--- config.mk ---
export PLATFORM = sky130hd
export DESIGN_NAME = jtframe_z80_bankmap
export DESIGN_NICKNAME = d
export VERILOG_FILES = /design/src/rtl/jtframe_z80_pkg.sv /design/src/rtl/jtframe_romwait.sv /design/src/rtl/jtframe_z80_bankmap.sv
export SDC_FILE = /design/constraint.sdc
export NUM_CORES = 1
export LEC_CHECK = 0
export ABC_AREA = 1
export BUFFER_PORTS_ARGS = -buffer_cell sky130_fd_sc_hd__buf_4
export CAP_MARGIN = 20
export CORE_ASPECT_RATIO = 1.2
export CORE_UTILIZATION = 40
export CTS_BUF_LIST = sky130_fd_sc_hd__clkbuf_4 sky130_fd_sc_hd__clkbuf_8 sky130_fd_sc_hd__clkbuf_16
export DETAILED_ROUTE_END_ITERATION = 10
export MAX_ROUTING_LAYER = met4
export SETUP_SLACK_MARGIN = 0.15
export SLEW_MARGIN = 20
export SYNTH_ARGS = -nofsm -noshare
export SYNTH_HDL_FRONTEND = slang
export SYNTH_SLANG_ARGS = --single-unit
--- constraint.sdc ---
create_clock -name i_clk -period 3.3 [get_ports i_clk]
set_input_delay 0.165 -clock i_clk [delete_from_list [all_inputs] [get_ports i_clk]]
set_output_delay 0.165 -clock i_clk [all_outputs]
set_load 0.05 [all_outputs]
--- src/rtl/jtframe_z80_pkg.sv ---
// Purpose : shared types and elaboration helpers for the Z80 ROM bank mapper.
// Latency : n/a (package).
// Backpressure : n/a (package).
package jtframe_z80_pkg;

  localparam int CPU_AW = 16;

  typedef enum logic {
    ST_IDLE = 1'b0,
    ST_WAIT = 1'b1
  } wait_state_t;

  // Number of 2^win_aw byte windows in the CPU address space
  function automatic int slot_count(input int win_aw);
    return 1 << (CPU_AW - win_aw);
  endfunction

  // Fixed plus banked windows must fit in the CPU map; 1..4 banked windows
  function automatic bit range_ok(input int win_aw, input int fixed_n, input int windows_n);
    return ((fixed_n + windows_n) <= slot_count(win_aw)) &&
           (windows_n >= 1) && (windows_n <= 4);
  endfunction

endpackage

--- src/rtl/jtframe_romwait.sv ---
// Purpose : stalls the CPU clock enable from a new ROM request until rom_ok, with a timeout watchdog.
// Latency : request cycle plus at least one WAIT cycle (2 clk minimum stall); cpu_cen returns the cycle after release.
// Backpressure : cpu_cen is held low while waiting; a stuck rom_ok is released after TIMEOUT WAIT cycles.
// Ports: i_clk/i_rst (sync, active-high), i_cen raw enable, i_rom_cs/i_rom_addr/i_rom_ok slot handshake,
//        o_cpu_cen gated enable, o_timeout_err sticky forced-release flag.
module jtframe_romwait
  import jtframe_z80_pkg::*;
#(
  parameter int AW      = 20,
  parameter int TIMEOUT = 255
) (
  input  logic          i_clk,
  input  logic          i_rst,
  input  logic          i_cen,
  input  logic          i_rom_cs,
  input  logic [AW-1:0] i_rom_addr,
  input  logic          i_rom_ok,
  output logic          o_cpu_cen,
  output logic          o_timeout_err
);

  localparam int CW = $clog2(TIMEOUT + 1);

  wait_state_t   r_state;
  wait_state_t   w_state_nxt;
  logic [CW-1:0] r_cnt;
  logic [CW-1:0] w_cnt_nxt;
  logic [CW-1:0] w_cnt_inc;
  logic          r_cs_d;
  logic [AW-1:0] r_addr_d;
  logic          r_terr;
  logic          w_terr_set;
  logic          w_new_req;

  // A fresh request is a rom_cs rising edge or a new address under a held rom_cs
  assign w_new_req = i_rom_cs && (!r_cs_d || (i_rom_addr != r_addr_d));

  // Saturating increment: the counter never wraps back to zero
  assign w_cnt_inc = (r_cnt == CW'(TIMEOUT)) ? r_cnt : r_cnt + CW'(1);

  always_ff @(posedge i_clk) begin
    if (i_rst) begin
      r_state  <= ST_IDLE;
      r_cnt    <= '0;
      r_cs_d   <= 1'b0;
      r_addr_d <= '0;
      r_terr   <= 1'b0;
    end else begin
      r_state  <= w_state_nxt;
      r_cnt    <= w_cnt_nxt;
      r_cs_d   <= i_rom_cs;
      r_addr_d <= i_rom_addr;
      if (w_terr_set) r_terr <= 1'b1;
    end
  end

  // The request cycle itself is the blanking cycle: rom_ok there belongs to the
  // previous address, so it is only honoured once the FSM sits in WAIT.
  always_comb begin
    w_state_nxt = r_state;
    w_cnt_nxt   = r_cnt;
    w_terr_set  = 1'b0;
    case (r_state)
      ST_IDLE: begin
        if (w_new_req) begin
          w_state_nxt = ST_WAIT;
          w_cnt_nxt   = '0;
        end
      end
      ST_WAIT: begin
        if (!i_rom_cs) begin
          w_state_nxt = ST_IDLE;
          w_cnt_nxt   = '0;
        end else if (w_new_req) begin
          w_cnt_nxt   = '0;
        end else if (i_rom_ok) begin
          w_state_nxt = ST_IDLE;
        end else if (w_cnt_inc == CW'(TIMEOUT)) begin
          w_state_nxt = ST_IDLE;
          w_cnt_nxt   = w_cnt_inc;
          w_terr_set  = 1'b1;
        end else begin
          w_cnt_nxt   = w_cnt_inc;
        end
      end
      default: begin
        w_state_nxt = ST_IDLE;
      end
    endcase
  end

  always_comb begin
    o_cpu_cen = 1'b0;
    if (r_state == ST_IDLE && !w_new_req) o_cpu_cen = i_cen;
  end

  assign o_timeout_err = r_terr;

endmodule

--- src/rtl/jtframe_z80_bankmap.sv ---
// Purpose : decodes fixed/banked ROM windows for a Z80, holds the bank registers and gates the CPU enable on ROM fetches.
// Latency : rom_cs/rom_addr/bank_rd/bank_dout combinational; bank writes land on the IORQ write edge; fetch stall >= 2 clk.
// Backpressure : cpu_cen is held low until rom_ok (or the timeout watchdog) releases the fetch.
// Ports: i_clk/i_rst, i_cen -> o_cpu_cen, Z80 bus (i_a, strobes, i_cpu_dout), ROM slot (o_rom_addr, o_rom_cs, i_rom_ok),
//        bank read-back (o_bank_rd, o_bank_dout), o_banks (register 0 in LSBs), o_timeout_err.
module jtframe_z80_bankmap
  import jtframe_z80_pkg::*;
#(
  parameter int         WIN_AW    = 14,
  parameter int         FIXED     = 2,
  parameter int         WINDOWS   = 1,
  parameter int         BANK_W    = 4,
  parameter int         ROM_AW    = 20,
  parameter logic [4:0] BANK_PORT = 5'h02,
  parameter int         TIMEOUT   = 255
) (
  input  logic                        i_clk,
  input  logic                        i_rst,
  input  logic                        i_cen,
  output logic                        o_cpu_cen,
  input  logic [15:0]                 i_a,
  input  logic                        i_mreq_n,
  input  logic                        i_iorq_n,
  input  logic                        i_rd_n,
  input  logic                        i_wr_n,
  input  logic                        i_rfsh_n,
  input  logic [7:0]                  i_cpu_dout,
  output logic [ROM_AW-1:0]           o_rom_addr,
  output logic                        o_rom_cs,
  input  logic                        i_rom_ok,
  output logic                        o_bank_rd,
  output logic [7:0]                  o_bank_dout,
  output logic [WINDOWS*BANK_W-1:0]   o_banks,
  output logic                        o_timeout_err
);

  localparam int SW = CPU_AW - WIN_AW;

  if (!range_ok(WIN_AW, FIXED, WINDOWS)) begin : g_range_chk
    $error("jtframe_z80_bankmap: FIXED+WINDOWS exceeds the slot count or WINDOWS outside 1..4");
  end

  logic [BANK_W-1:0] r_banks [WINDOWS];
  logic [ROM_AW-1:0] r_addr_hold;
  logic [SW-1:0]     w_slot;
  logic [31:0]       w_slot_ext;
  logic              w_is_fixed;
  logic              w_is_bank;
  logic [BANK_W-1:0] w_bank_val;
  logic [ROM_AW-1:0] w_page;
  logic [ROM_AW-1:0] w_addr_new;
  logic [WINDOWS-1:0] w_port_hit;
  logic              w_unused;

  assign w_unused   = ^i_cpu_dout;
  assign w_slot     = i_a[15:WIN_AW];
  assign w_slot_ext = 32'(w_slot);
  assign w_is_fixed = w_slot_ext < 32'(FIXED);
  assign w_is_bank  = !w_is_fixed && (w_slot_ext < 32'(FIXED + WINDOWS));

  always_comb begin
    w_bank_val = '0;
    for (int k = 0; k < WINDOWS; k++) begin
      if (w_slot_ext == 32'(FIXED + k)) w_bank_val = r_banks[k];
    end
  end

  // Banked pages sit above the fixed ones in ROM; the sum wraps at ROM_AW bits
  assign w_page     = w_is_fixed ? ROM_AW'(w_slot) : ROM_AW'(FIXED) + ROM_AW'(w_bank_val);
  assign w_addr_new = (w_page << WIN_AW) | ROM_AW'(i_a[WIN_AW-1:0]);

  assign o_rom_cs   = !i_mreq_n && i_rfsh_n && (w_is_fixed || w_is_bank);
  // Holding the address while idle keeps the SDRAM slot from seeing spurious changes
  assign o_rom_addr = o_rom_cs ? w_addr_new : r_addr_hold;

  always_ff @(posedge i_clk) begin
    if (i_rst) begin
      r_addr_hold <= '0;
    end else if (o_rom_cs) begin
      r_addr_hold <= w_addr_new;
    end
  end

  always_comb begin
    for (int k = 0; k < WINDOWS; k++) begin
      w_port_hit[k] = (i_a[4:0] == 5'(BANK_PORT + k));
    end
  end

  // Level-sensitive write: a multi-cycle IORQ simply rewrites the same value
  always_ff @(posedge i_clk) begin
    if (i_rst) begin
      for (int k = 0; k < WINDOWS; k++) r_banks[k] <= '0;
    end else if (!i_iorq_n && !i_wr_n) begin
      for (int k = 0; k < WINDOWS; k++) begin
        if (w_port_hit[k]) r_banks[k] <= i_cpu_dout[BANK_W-1:0];
      end
    end
  end

  assign o_bank_rd = !i_iorq_n && !i_rd_n && (|w_port_hit);

  always_comb begin
    o_bank_dout = '0;
    for (int k = 0; k < WINDOWS; k++) begin
      if (w_port_hit[k]) o_bank_dout = 8'(r_banks[k]);
    end
  end

  always_comb begin
    for (int k = 0; k < WINDOWS; k++) o_banks[k*BANK_W +: BANK_W] = r_banks[k];
  end

  jtframe_romwait #(
    .AW      (ROM_AW),
    .TIMEOUT (TIMEOUT)
  ) u_romwait (
    .i_clk         (i_clk),
    .i_rst         (i_rst),
    .i_cen         (i_cen),
    .i_rom_cs      (o_rom_cs),
    .i_rom_addr    (o_rom_addr),
    .i_rom_ok      (i_rom_ok),
    .o_cpu_cen     (o_cpu_cen),
    .o_timeout_err (o_timeout_err)
  );

endmodule
* Word level (Yosys, flattened, before mapping) *
Memories as Yosys holds them, arrays and structs flattened.
Cells that the tools add are included.

storage, ports and cells
  register bits = 31
  bits in writable memories = 4
  output and inout bits = 36
  logic and storage cells = 68
  memories kept = 1

cells by class
  $add $sub $neg = 2
  $lt $le $gt $ge = 2
  eq/ne operators = 7
  muxes and demuxes = 30
  bitwise logic cells = 2
  reduce and logical (&&, ||, !) cells = 19

memory list
  name     words  width  read ports  clocked after memory_dff  wr ports  line                       text
  r_banks  1      4      1           0                         1         jtframe_z80_bankmap.sv:43  logic [BANK_W-1:0] r_banks [WINDOWS];

operator list
  operator               count
  $mux W8                5
  $mux W20               1
  $ne A20 B20 Y1         1
  $or A19 B14 Y19        1
  $mux W1                18
  $eq A8 B8 Y1 const B   2
  $pmux W8 S2            1
  $mux W4                3
  $add A8 B1 Y8 const B  1
  $logic_and A1 B1 Y1    8
  $logic_not A1 Y1       7
  $add A2 B4 Y5 const A  1
  $eq A5 B2 Y1 const B   1
  $mux W5                1
  $lt A2 B2 Y1 const B   2
  $ne A4 B4 Y1 const B   1
  $reduce_or A4 Y1       1
  $eq A2 B2 Y1 const B   1
  $logic_or A1 B1 Y1     2
  $ne A2 B1 Y1 const B   1
  $pmux W1 S2            1
  $reduce_and A2 Y1      1
  $not A1 Y1             1

* Depth between registers and ports, before layout *
Gate-level depths: netlist (run 1).

  depth after elaboration = 12
  gate-level depth with buffers = 17
  gate-level depth less buffers = 17

* Modules after synthesis *
A second synthesis (run 1) with hierarchy kept.

second synthesis, totals
  cells, all modules = 450
  area total of the unflattened synthesis = 2990.4 µm²

modules (own cells, without submodules)
  module               instances  cells each  area an instance (µm²)  seq. area each (µm²)
  jtframe_romwait      1          287         1704.1                  620.6
  jtframe_z80_bankmap  1          163         1286.2                  520.5

* Worst setup path before layout (run 1) *
Ideal clock, no wire load.

  path type = reg2out
  start point = memory r_banks[0][1]
  end point = output o_cpu_cen
  arrival time = 2.506 ns
  data required time = 3.135 ns
  path slack = 0.629 ns
  stages on the path, launching flop included = 16
  path buffers = 0
  cell sequence = edfxtp_1 -> inv_1 -> nor2_1 -> ha_1 -> nor2_1 -> nor2_1 -> nand2_1 -> nand3_1 -> nand2_1 -> nor2_1 -> nand2_1 -> nor2_2 -> nand2_2 -> nand2_4 -> nand2_1 -> nor2_1

on the way
  word-level cells in the longest chain between the ends = 12

RTL lines
  item                 line                       text
  from (decl)          jtframe_z80_bankmap.sv:43
  $mem_v2 Z1 W4        --
  $mux W4              jtframe_z80_bankmap.sv:64  if (w_slot_ext == 32'(FIXED + k)) w_bank_val = r_banks[k];
  $add A2 B4 Y5        jtframe_z80_bankmap.sv:69  assign w_page = w_is_fixed ? ROM_AW'(w_slot) : ROM_AW'(FIXED) + ROM_AW'(w_bank_val);
  $mux W5              jtframe_z80_bankmap.sv:69
  $or A19 B14 Y19      jtframe_z80_bankmap.sv:70  assign w_addr_new = (w_page << WIN_AW) | ROM_AW'(i_a[WIN_AW-1:0]);
  $mux W20             --
  $ne A20 B20 Y1       jtframe_romwait.sv:36      assign w_new_req = i_rom_cs && (!r_cs_d || (i_rom_addr != r_addr_d));
  $logic_or A1 B1 Y1   jtframe_romwait.sv:36
  $logic_and A1 B1 Y1  jtframe_romwait.sv:36
  $logic_not A1 Y1     jtframe_romwait.sv:94      if (r_state == ST_IDLE && !w_new_req) o_cpu_cen = i_cen;
  $logic_and A1 B1 Y1  jtframe_romwait.sv:94
  $mux W1              jtframe_romwait.sv:94
  to (decl)            jtframe_z80_bankmap.sv:20  output logic o_cpu_cen,

Every way passes these cells.

* Worst setup path after layout (run 1) *
Ends and elaborated chain as after synthesis.

==> qor.csv, run 1 <==
stage;metric;value;unit
die;ioPinCount;69;
synthesis;yosys.area_share.simple;0.402;
placed_design;dp_cells;492;
finish;final_util;0.507;
outcome;status;finished, final reports clean;
synthesis;synth_top_area_share;0.268;
finish;drive_gt1_frac;0.190;
synthesis;synthesis.area;2310;um2
setup_path;critPathArrivalTime;2.34;ns
finish;n_fill_cell;611;
setup_path;crit_fanout;9;
synthesis;synthTopCellsByArea;dfxtp_1, inv_1, nor2_1, nand3_1, nand2_1;
synthesis;synth_common_cells;inv_1, nor2_1, nand2_1;
synthesis;yosysUniqueCellTypes;30;
die;die_h;85.3;um
finish;design_area;2860;um2
synthesis;synth_edf_count;4;
placed_design;placed_area;2770;um2
routing;wl_per_cell;11.6;um
timing;period_share;0.760;
finish;area_growth;23.4;%
global_routing;gr-usage-met3;0.0321;
finish;layout.nets;470;
synthesis;syn_inst;378;
clock_tree;cts_tree;built;
routing;drc_errors;0;
clock_tree;clk_path_buf_depth;2;
timing;timing.final.crit_period;2.51;ns
setup_path;required;3.13;ns
timing;tns;0;ns
routing;ant_nets;0;
timing;fin_ws;0.791;ns
placed_design;numPortBuffers;60;
synthesis;synthFlopType;dfxtp_1;
synthesis;ys_seq_elements;35;
clock_tree;ctsHtreeMaxLevel;2;
global_routing;overflow;0;
timing;worst_pin_slew;0.721;ns
timing;slew_violations;0;
clock_tree;clkSlewWorstSetupHoldPaths;0.07;ns
timing;rsz0062_at_grt;false;
global_routing;grt_pass1_wl;9750;um
routing;vias;2392;
synthesis;synth_compound_area_frac;0.0789;
clock_tree;cts_made_buffers;5;
timing;hold_viol_final;0;
global_routing;grt_max_degree;33;
global_routing;grt_busiest_layer;met2;
clock_tree;post_cts_hold_buffer_count;0;
synthesis;async_flop_share;0;
synthesis;synth_top_family_by_area;simple AND/OR/NAND/NOR gates;
timing;fin_skew;0.00872;ns
clock_tree;cts_num_sinks;35;
placed_design;dp_hpwl;4320;um
clock_tree;cts_setup_buffers;0;
die;die_width;71.4;um
min_path;hold_class;input port to flop;
clock_tree;clockRootBuffer;clkbuf_8;
synthesis;yosysTopAreaCell;dfxtp_1;
setup_path;critPathKind;flop to primary output;
global_routing;grt_pass1_vias;2223;
die;rows;30;
die;fp.coreArea;5630;um2
pwr;worst_ir_drop_vdd;183;uV
clock_tree;cts_resized;0;
setup_path;startpoint_type;flop;
synthesis;yosysSeqAreaShare;0.320;
pwr;p_leak;1.54;nW
routing;first_pass_iters;4;
routing;wl;5780;um
global_routing;antenna_found_initial;0;
synthesis;synth_fa_ha_area_frac;0.0108;
setup_path;crit_path_end_kind;primary output;
global_routing;gr-usage-met1;0.235;
flow_run;cap_violations;0;
global_routing;use_met2;0.371;
clock_tree;worstSkewPairLatency;0.29;ns
placed_design;dp_slack;1.04;ns
die;die_area;6100;um2
routing;viasPerCell;4.78;
placed_design;place_congestion;0.819;
synthesis;muxShareOfSynthArea;0;
synthesis;synth_most_common_cell;inv_1;
synthesis;synth_xor_area_frac;0.00378;
timing;max_freq;0.399;GHz
synthesis;synth_warnings;0;
timing;max-slew-margin-rel;0.516;
timing;setup_violations;0;
pwr;power.density;348;nW/um2
finish;antenna_cells;0;
routing;first_iter_violations;87;
finish;final_cells;500;
die;start_util;0.411;
global_routing;grt_usage;0.210;
synthesis;syn_area_per_cell;6.12;um2
==> layout make-up <==
type | count | area (um2) | area share
clock inverters | 2 | 7.51 | 0.00263
inverters | 88 | 333 | 0.117
clock buffers | 6 | 76.3 | 0.0267
repair buffers | 61 | 458 | 0.160
flip-flops and latches | 35 | 741 | 0.259
well taps | 64 | 80.1 | 0.0280
multi-input cells | 244 | 1160 | 0.406
==> worst max-delay path, cell delays in order (launching register included) <==
cell      delay, ns
edfxtp_1       0.42
inv_1          0.13
nor2_1         0.06
ha_1           0.21
nand2_1        0.07
inv_1          0.04
nor2_1         0.11
nand2_1        0.08
nand3_1        0.09
nand2_1        0.05
nor2_1         0.08
nand2_1        0.06
nor2_2         0.09
nand2_2        0.09
nand2_4        0.12
nand2_1        0.06
nor2_1         0.08
buf_4          0.20
==> metrics by stage <==
step           hold WS, ns  power, mW
6_report             0.173      0.995
5_1_grt              0.178       1.05
4_1_cts              0.168       1.01
3_5_place_dp         0.447      0.701
3_3_place_gp         0.443      0.700
2_1_floorplan        0.246      0.626
==> routing by layer <==
metal | vias to the layer above | share of wire
li1 | 1274 | -
met1 | 1068 | 0.44
met2 | 39 | 0.51
met3 | 11 | 0.027
met4 | 0 | 0.021
met5 | - | 0
==> sequential cells by signal, summed over array words and instances, names as in the netlist <==
register,cells
u_romwait.o_timeout_err,1
u_romwait.r_state,1
u_romwait.r_cnt,8
u_romwait.r_addr_d,20
u_romwait.r_cs_d,1
r_banks,4
==> power by group <==
group / internal (mW) / leakage [nW] / switching, mW
clock: 0.152 / 0.0437 / 0.153
combinational: 0.0726 / 1.21 / 0.166
sequential: 0.442 / 0.290 / 0.00882
==> final timing paths <==
check	from	endpoint	slack (ns)	cells past startpoint
worst min-delay path	i_cpu_dout[3]	r_banks[0][3]$_SDFFCE_PN0P_	0.17	3
worst max-delay path	r_banks[0][1]$_SDFFCE_PN0P_	o_cpu_cen	0.79	17
worst min register to register	u_romwait.o_timeout_err$_SDFFE_PP0P_	u_romwait.o_timeout_err$_SDFFE_PP0P_	0.45	2
worst max register to register	r_banks[0][1]$_SDFFCE_PN0P_	u_romwait.r_cnt[6]$_SDFFE_PP0P_	1.24	16
==> cells by family (layout without fill, tap and decap cells) <==
logic type / Yosys count / after routing
adders and majority gates: 2 / 2
buffers and inverters: 102 / 157
xor gates and xnor gates: 1 / 1
other: 1 / 4
AOI/OAI and AO/OA: 36 / 36
DFF: 35 / 35
and+or+nand+nor: 201 / 201
==> cell usage in the layout, fill, tap and decap left out, drive strengths merged <==
cell type	n
or2	1
buf	61
a21boi	1
nand3	48
ha	2
a21oi	26
edfxtp	4
dfxtp	31
inv	86
xor2	1
nor2	75
clkbuf	6
clkinv	4
nand3b	2
and2	1
nand4	14
nand2	54
conb	4
o21ai	9
nor3	6
No activity file was read; power rests on OpenSTA's default activity.
==> run 2, diff against run 1 <==
- ABC_AREA: 1 -> 0
- PLACE_DENSITY: default -> 0.66
- clock period: 3.3 -> 2.4 ns (I/O delays scaled with it)
==> qor.csv, run 2 <==
stage;metric;value;unit;change
setup_path;r2r_cells;11;;-5
die;ioPinCount;69;;unchanged
outcome;status;finished with violations;;
finish;drive_gt1_frac;0.344;;+0.153
clock_tree;worstSkewPairLatency;0.29;ns;about the same
die;fp.coreArea;4940;um2;-12%
finish;top_regs;u_romwait.r_addr_d (20), u_romwait.r_cnt (8), r_banks (4);;
synthesis;synthFlopType;dfxtp_1;;
timing;fin_ws;-0.00233;ns;-0.794 ns
setup_path;r2r_end;u_romwait.r_cnt[5]$_SDFFE_PP0P_;;
synthesis;yosysTopAreaCell;dfxtp_1;;
flow_run;cap_violations;0;;unchanged
setup_path;crit_fanout;4;;-5
finish;area_growth;38.9;%;
pwr;switching_share;0.309;;-0.0205
placed_design;placed_area;2640;um2;-4.8%
global_routing;grt_pass1_vias;1922;;-14%
pwr;p_int;967;uW;+45%
timing;period_share;1.00;;
synthesis;yosysUniqueCellTypes;60;;+100%
clock_tree;cts_num_sinks;35;;unchanged
setup_path;critPathArrivalTime;2.63;ns;+0.29 ns
global_routing;grt_usage;0.215;;+0.00546
synthesis;synthesis.area;2060;um2;-11%
routing;first_iter_violations;80;;-8.0%
synthesis;synth_warnings;0;;unchanged
setup_path;crit_chain;and3b_1 > ha_4 > nand2b_1 > a21o_1 > a21oi_2 > nor4_4 > buf_4 > buf_6 > nor4b_4 > a21boi_2 > a21o_1;;
synthesis;ys_seq_elements;35;;unchanged
synthesis;synth_common_cells;nand2_1, dfxtp_1, and2_1;;
synthesis;synth_top_area_share;0.302;;+0.0334
synthesis;yosysSeqAreaShare;0.360;;+0.0399
global_routing;grt_max_degree;25;;-24%
setup_path;slowest_delay;0.38;ns;-0.04 ns
timing;fin_skew;0.0156;ns;+0.00687 ns
timing;max-slew-margin-rel;0.586;;+0.0702
pwr;p_leak;1.30;nW;-16%
finish;layout_commonest_cell;buf_4;;
clock_tree;cts_tree;built;;
synthesis;syn_area_per_cell;8.23;um2;+34%
routing;first_pass_iters;4;;unchanged
timing;worst_pin_slew;0.620;ns;-0.101 ns
setup_path;critPathLaunch;r_banks[0][1]$_SDFFCE_PN0P_;;
synthesis;async_flop_share;0;;unchanged
clock_tree;cts_made_buffers;5;;unchanged
global_routing;antenna_found_initial;0;;unchanged
die;die_area;5440;um2;-11%
routing;viasPerCell;5.20;;+8.8%
die;die_width;67.5;um;-5.5%
finish;final_cells;386;;-23%
finish;largest_reg_flops;20;;unchanged
finish;most-common-layout-cells;buf_4, nand2_1, dfxtp_1, and2_1, o21ai_0;;
setup_path;crit_path_end_kind;flop;;
routing;ant_nets;0;;unchanged
pwr;p_clk_frac;0.326;;+0.020
timing;rsz0062_at_grt;true;;
synthesis;synthTopCellsByArea;dfxtp_1, nand2_1, and2_1, edfxtp_1, o21ai_0;;
min_path;hold_class;input port to flop;;
finish;layout.nets;360;;-23%
min_path;min_to;u_romwait.r_state$_SDFF_PP0_;;
routing;vias;2009;;-16%
setup_path;path_delay_family;simple AND/OR/NAND/NOR gates;;
pwr;p_total;1.40;mW;+41%
timing;hold_viol_final;0;;unchanged
placed_design;dp_cells;369;;-25%
setup_path;critPathKind;flop to flop;;
routing;wl_per_cell;13.7;um;+19%
placed_design;dp_hpwl;3950;um;-8.5%
timing;slew_violations;0;;unchanged
timing;timing.final.crit_period;2.40;ns;
synthesis;syn_inst;250;;-34%
global_routing;grt_pass1_wl;8520;um;-13%
finish;top_register;u_romwait.r_addr_d;;
global_routing;overflow;0;;unchanged
clock_tree;clockRootBuffer;clkbuf_8;;
placed_design;dp_slack;0.0919;ns;-0.944 ns
routing;wl;5290;um;-8.5%
setup_path;cp.depth;11;;-6
outcome;violations;negative setup slack;;
setup_path;cpMostUsedCell;a21o_1;;
setup_path;path_buf_inv;2;;-1
pwr;power_frac_comb;0.231;;-0.009
setup_path;rrSetupSlack;-0.002;ns;-1.24 ns
die;start_util;0.417;;+0.00556
synthesis;synth_most_common_cell;nand2_1;;
routing;drc_errors;0;;unchanged
setup_path;startpoint_type;flop;;
finish;antenna_cells;0;;unchanged
finish;design_area;2860;um2;about the same
pwr;power.density;489;nW/um2;+40%
synthesis;synth_edf_count;4;;unchanged
setup_path;required;2.63;ns;-0.50 ns
die;die_h;80.6;um;-5.6%
pwr;worst_ir_drop_vdd;209;uV;+14%
die;rows;28;;-6.7%
pwr;pwr-share-seq;0.443;;-0.011
clock_tree;ctsHtreeMaxLevel;2;;unchanged
clock_tree;clkSlewWorstSetupHoldPaths;0.08;ns;about the same
min_path;hp-start;i_rst;;
timing;max_freq;0.416;GHz;
placed_design;numPortBuffers;60;;unchanged
setup_path;cp_slowest_cell;edfxtp_1;;
timing;setup_violations;1;;+1
placed_design;place_congestion;0.817;;-0.31%
pwr;p_sw;432;uW;+32%
setup_path;r2r-start;r_banks[0][1]$_SDFFCE_PN0P_;;
min_path;whs_path_depth;2;;-1
clock_tree;clk_path_buf_depth;2;;unchanged
## run 2: cell count changes after synthesis, sizes merged, moves of 5 or more
cell	before	now
nand2	54	49
a21o	0	5
nand4	14	3
nand3	48	4
nor2	75	7
xor2	1	10
and2	1	28
a21oi	26	6
inv	86	9
o21ai	9	19
## run 2: per-layer routing
metal	global-route usage	vias up	wire, um
li1	-	1016	-
met1	0.233	934	2170
met2	0.367	49	2750
met3	0.0511	10	235
met4	0.0894	0	131
met5	-	-	0
## run 2: final cells by class
type / count / area, um2
clock inverter: 1 / 5.00
inverter: 9 / 33.8
clock buffer: 7 / 90.1
multi-input combinational: 197 / 1330
tap: 60 / 75.1
sequential: 35 / 741
fill: 471 / 2080
timing repair buffer: 77 / 586
## run 2: worst max path at each step
stage	to
final	u_romwait.r_cnt[5]$_SDFFE_PP0P_
after global routing	u_romwait.r_cnt[2]$_SDFFE_PP0P_
after CTS	o_cpu_cen
after detailed placement	u_romwait.r_cnt[7]$_SDFFE_PP0P_
after global placement	u_romwait.r_cnt[7]$_SDFFE_PP0P_
after floorplan	o_cpu_cen
## run 2: per-stage QoR
| step | utilization | hold WS [ns] | setup TNS (ns) |
|---|---|---|---|
| global placement | 0.534 | 0.349 | 0 |
| CTS | 0.575 | 0.0349 | -0.108 |
| finish | 0.579 | 0.0501 | -0.00233 |
| floorplan | - | 0.192 | -0.384 |
| detailed placement | 0.534 | 0.347 | 0 |
| global route | 0.579 | 0.0407 | -0.772 |
## run 2: logic make-up (layout without fill, tap and decap cells)
| group | Yosys count | in the layout | share of synthesized area |
|---|---|---|---|
| other | 1 | 4 | 0.00182 |
| AOI/OAI and AO/OA | 52 | 52 | 0.170 |
| xor gates and xnor gates | 11 | 11 | 0.0468 |
| adders and majority gates | 2 | 2 | 0.0122 |
| buffers and inverters | 21 | 94 | 0.0462 |
| and+or+nand+nor | 128 | 128 | 0.364 |
| DFF | 35 | 35 | 0.360 |
## run 2: timing repair
action	4_1_cts	5_1_grt
pin swaps	10	3
setup buffers	9	0
endpoints found under the setup margin	9	11
hold buffers	0	0
resized for setup	7	2
## run 2: worst reg2reg max path: cells and delay by family (launching register included)
kind / cells / cell delay (ns)
buffers and inverters: 2 / 0.27
and+or+nand+nor: 4 / 0.94
AOI/OAI and AO/OA: 4 / 0.48
adders and majority gates: 1 / 0.27
DFF: 1 / 0.38
## run 2: power groups by stage
stage | combinational [mW] | sequential (mW) | clock [mW]
after floorplan | 0.189 | 0.645 | 0
after global placement | 0.307 | 0.632 | 0
after detailed placement | 0.310 | 0.633 | 0
after CTS | 0.323 | 0.619 | 0.469
after global routing | 0.347 | 0.621 | 0.503
final | 0.324 | 0.619 | 0.456
==> run 3, diff against run 2 <==
- clock period: 2.4 -> 2.9 ns (I/O delays scaled with it)
==> qor.csv, run 3 (synthesis results as in run 2) <==
stage;metric;value;unit;change
placed_design;place_congestion;0.815;;-0.18%
clock_tree;clkSlewWorstSetupHoldPaths;0.07;ns;about the same
routing;vias;1950;;-2.9%
finish;layout.nets;353;;-1.9%
timing;setup_violations;0;;-1
setup_path;cpMostUsedCell;buf_4;;
setup_path;slowest_delay;0.44;ns;+0.06 ns
min_path;whs_path_depth;2;;unchanged
pwr;p_sw;344;uW;-20%
clock_tree;cts_made_buffers;5;;unchanged
setup_path;critPathKind;flop to primary output;;
min_path;hold_class;input port to flop;;
clock_tree;worstSkewPairLatency;0.28;ns;about the same
global_routing;grt_pass1_wl;8070;um;-5.3%
timing;max-slew-margin-rel;0.483;;-0.103
finish;top_register;u_romwait.r_addr_d;;
global_routing;grt_pass1_vias;1743;;-9.3%
setup_path;r2r_end;u_romwait.r_cnt[7]$_SDFFE_PP0P_;;
clock_tree;ctsHtreeMaxLevel;2;;unchanged
finish;final_cells;378;;-2.1%
pwr;power.density;412;nW/um2;-16%
finish;layout_commonest_cell;buf_4;;
routing;first_pass_iters;4;;unchanged
finish;drive_gt1_frac;0.299;;-0.0448
timing;rsz0062_at_grt;false;;
pwr;switching_share;0.307;;-0.00195
routing;viasPerCell;5.16;;-0.88%
timing;worst_pin_slew;0.769;ns;+0.149 ns
pwr;p_int;778;uW;-20%
die;die_area;5440;um2;unchanged
timing;period_share;0.901;;
clock_tree;clk_path_buf_depth;2;;unchanged
timing;slew_violations;0;;unchanged
die;start_util;0.417;;unchanged
global_routing;grt_max_degree;25;;unchanged
min_path;min_to;u_romwait.r_state$_SDFF_PP0_;;
flow_run;cap_violations;0;;unchanged
finish;area_growth;32.3;%;
pwr;p_clk_frac;0.314;;-0.012
die;ioPinCount;69;;unchanged
setup_path;r2r_cells;11;;unchanged
finish;antenna_cells;0;;unchanged
finish;top_regs;u_romwait.r_addr_d (20), u_romwait.r_cnt (8), r_banks (4);;
pwr;power_frac_comb;0.228;;-0.003
clock_tree;cts_num_sinks;35;;unchanged
setup_path;crit_fanout;6;;+2
pwr;p_leak;1.25;nW;-3.8%
routing;ant_nets;0;;unchanged
global_routing;antenna_found_initial;0;;unchanged
timing;tns;0;ns;+0.00233 ns
die;die_h;80.6;um;unchanged
setup_path;r2r-start;r_banks[0][1]$_SDFFCE_PN0P_;;
timing;max_freq;0.383;GHz;
finish;most-common-layout-cells;buf_4, nand2_1, dfxtp_1, and2_1, o21ai_0;;
setup_path;cp_slowest_cell;edfxtp_1;;
timing;fin_hold_ws;0.0721;ns;+0.0220 ns
setup_path;crit_path_end_kind;primary output;;
routing;wl_per_cell;13.4;um;-2.0%
clock_tree;cts_tree;built;;
placed_design;dp_cells;363;;-1.6%
setup_path;rrSetupSlack;0.41;ns;+0.41 ns
die;fp.coreArea;4940;um2;unchanged
setup_path;crit_chain;and3b_1 > ha_1 > nand2b_1 > a21o_1 > a21oi_2 > nor4_4 > buf_4 > a21oi_4 > nor3b_4 > buf_4;;
setup_path;startpoint_type;flop;;
placed_design;dp_hpwl;3770;um;-4.6%
routing;first_iter_violations;83;;+3.8%
die;die_width;67.5;um;unchanged
global_routing;grt_usage;0.203;;-0.0123
routing;wl;5070;um;-4.1%
placed_design;numPortBuffers;60;;unchanged
clock_tree;clockRootBuffer;clkbuf_8;;
finish;largest_reg_flops;20;;unchanged
routing;drc_errors;0;;unchanged
setup_path;critPathArrivalTime;2.47;ns;-0.16 ns
timing;hold_viol_final;0;;unchanged
min_path;hp-start;i_rst;;
pwr;worst_ir_drop_vdd;193;uV;-7.8%
setup_path;required;2.76;ns;+0.13 ns
die;rows;28;;unchanged
global_routing;overflow;0;;unchanged
outcome;status;finished, final reports clean;;
pwr;pwr-share-seq;0.457;;+0.014
timing;timing.final.crit_period;2.61;ns;
timing;fin_skew;0.00373;ns;-0.0119 ns
## run 3: layer usage
| layer | up-vias | share of wire | GRT usage | routed length [um] |
|---|---|---|---|---|
| li1 | 1000 | - | - | - |
| met1 | 894 | 0.42 | 0.232 | 2150 |
| met2 | 47 | 0.51 | 0.336 | 2600 |
| met3 | 9 | 0.048 | 0.0511 | 245 |
| met4 | 0 | 0.015 | 0.0723 | 75 |
| met5 | - | 0 | - | 0 |
## run 3: layout make-up
cell class / instances / area, um2
clock buffers: 7 / 83.8
multi-input cells: 197 / 1260
flip-flops and latches: 35 / 741
inverters: 9 / 33.8
well taps: 60 / 75.1
repair buffers: 70 / 526
fillers: 491 / 2220
## run 3: per-stage QoR
| step | total power [mW] | utilization | instance area, um2 | worst slack [ns] |
|---|---|---|---|---|
| final | 1.12 | 0.551 | 2720 | 0.286 |
| after global routing | 1.18 | 0.551 | 2720 | 0.150 |
| after CTS | 1.13 | 0.537 | 2650 | 0.162 |
| after detailed placement | 0.772 | 0.518 | 2560 | 0.362 |
| after global placement | 0.771 | 0.518 | 2560 | 0.403 |
| after floorplan | 0.686 | - | 2080 | 0.194 |
## run 3: repair_timing
item	in CTS	in global routing
hold buffers	0	0
gates cloned	0	0
resized for setup	2	2
setup endpoints to repair	1	1
buffers inserted	0	8
endpoints found under the hold margin	0	0
pin swaps	0	2
## run 3: worst max path at each step
stage | slack, ns | end | depth (start not counted) | from
6_report | 0.29 | o_cpu_cen | 10 | r_banks[0][1]$_SDFFCE_PN0P_
5_1_grt | 0.15 | o_cpu_cen | 10 | r_banks[0][1]$_SDFFCE_PN0P_
4_1_cts | 0.16 | o_cpu_cen | 9 | r_banks[0][1]$_SDFFCE_PN0P_
3_5_place_dp | 0.36 | u_romwait.r_cnt[7]$_SDFFE_PP0P_ | 9 | r_banks[0][1]$_SDFFCE_PN0P_
3_3_place_gp | 0.40 | u_romwait.r_cnt[2]$_SDFFE_PP0P_ | 9 | r_banks[0][1]$_SDFFCE_PN0P_
2_1_floorplan | 0.19 | u_romwait.r_addr_d[17]$_SDFF_PP0_ | 5 | r_banks[0][1]$_SDFFCE_PN0P_
## run 3: power groups by stage
stage | Sequential, mW | Clock (mW) | Combinational (mW)
2_1_floorplan | 0.533 | 0 | 0.153
3_3_place_gp | 0.524 | 0 | 0.246
3_5_place_dp | 0.525 | 0 | 0.247
4_1_cts | 0.514 | 0.362 | 0.250
5_1_grt | 0.515 | 0.386 | 0.276
6_report | 0.513 | 0.352 | 0.256
## run 3: critical path, delay by kind of cell, from the launching register on
family                     cells  cell delay [ns]
buffers and inverters          2             0.35
DFF                            1             0.44
AOI/OAI and AO/OA              3             0.59
and+or+nand+nor                4             0.49
adders and majority gates      1             0.30
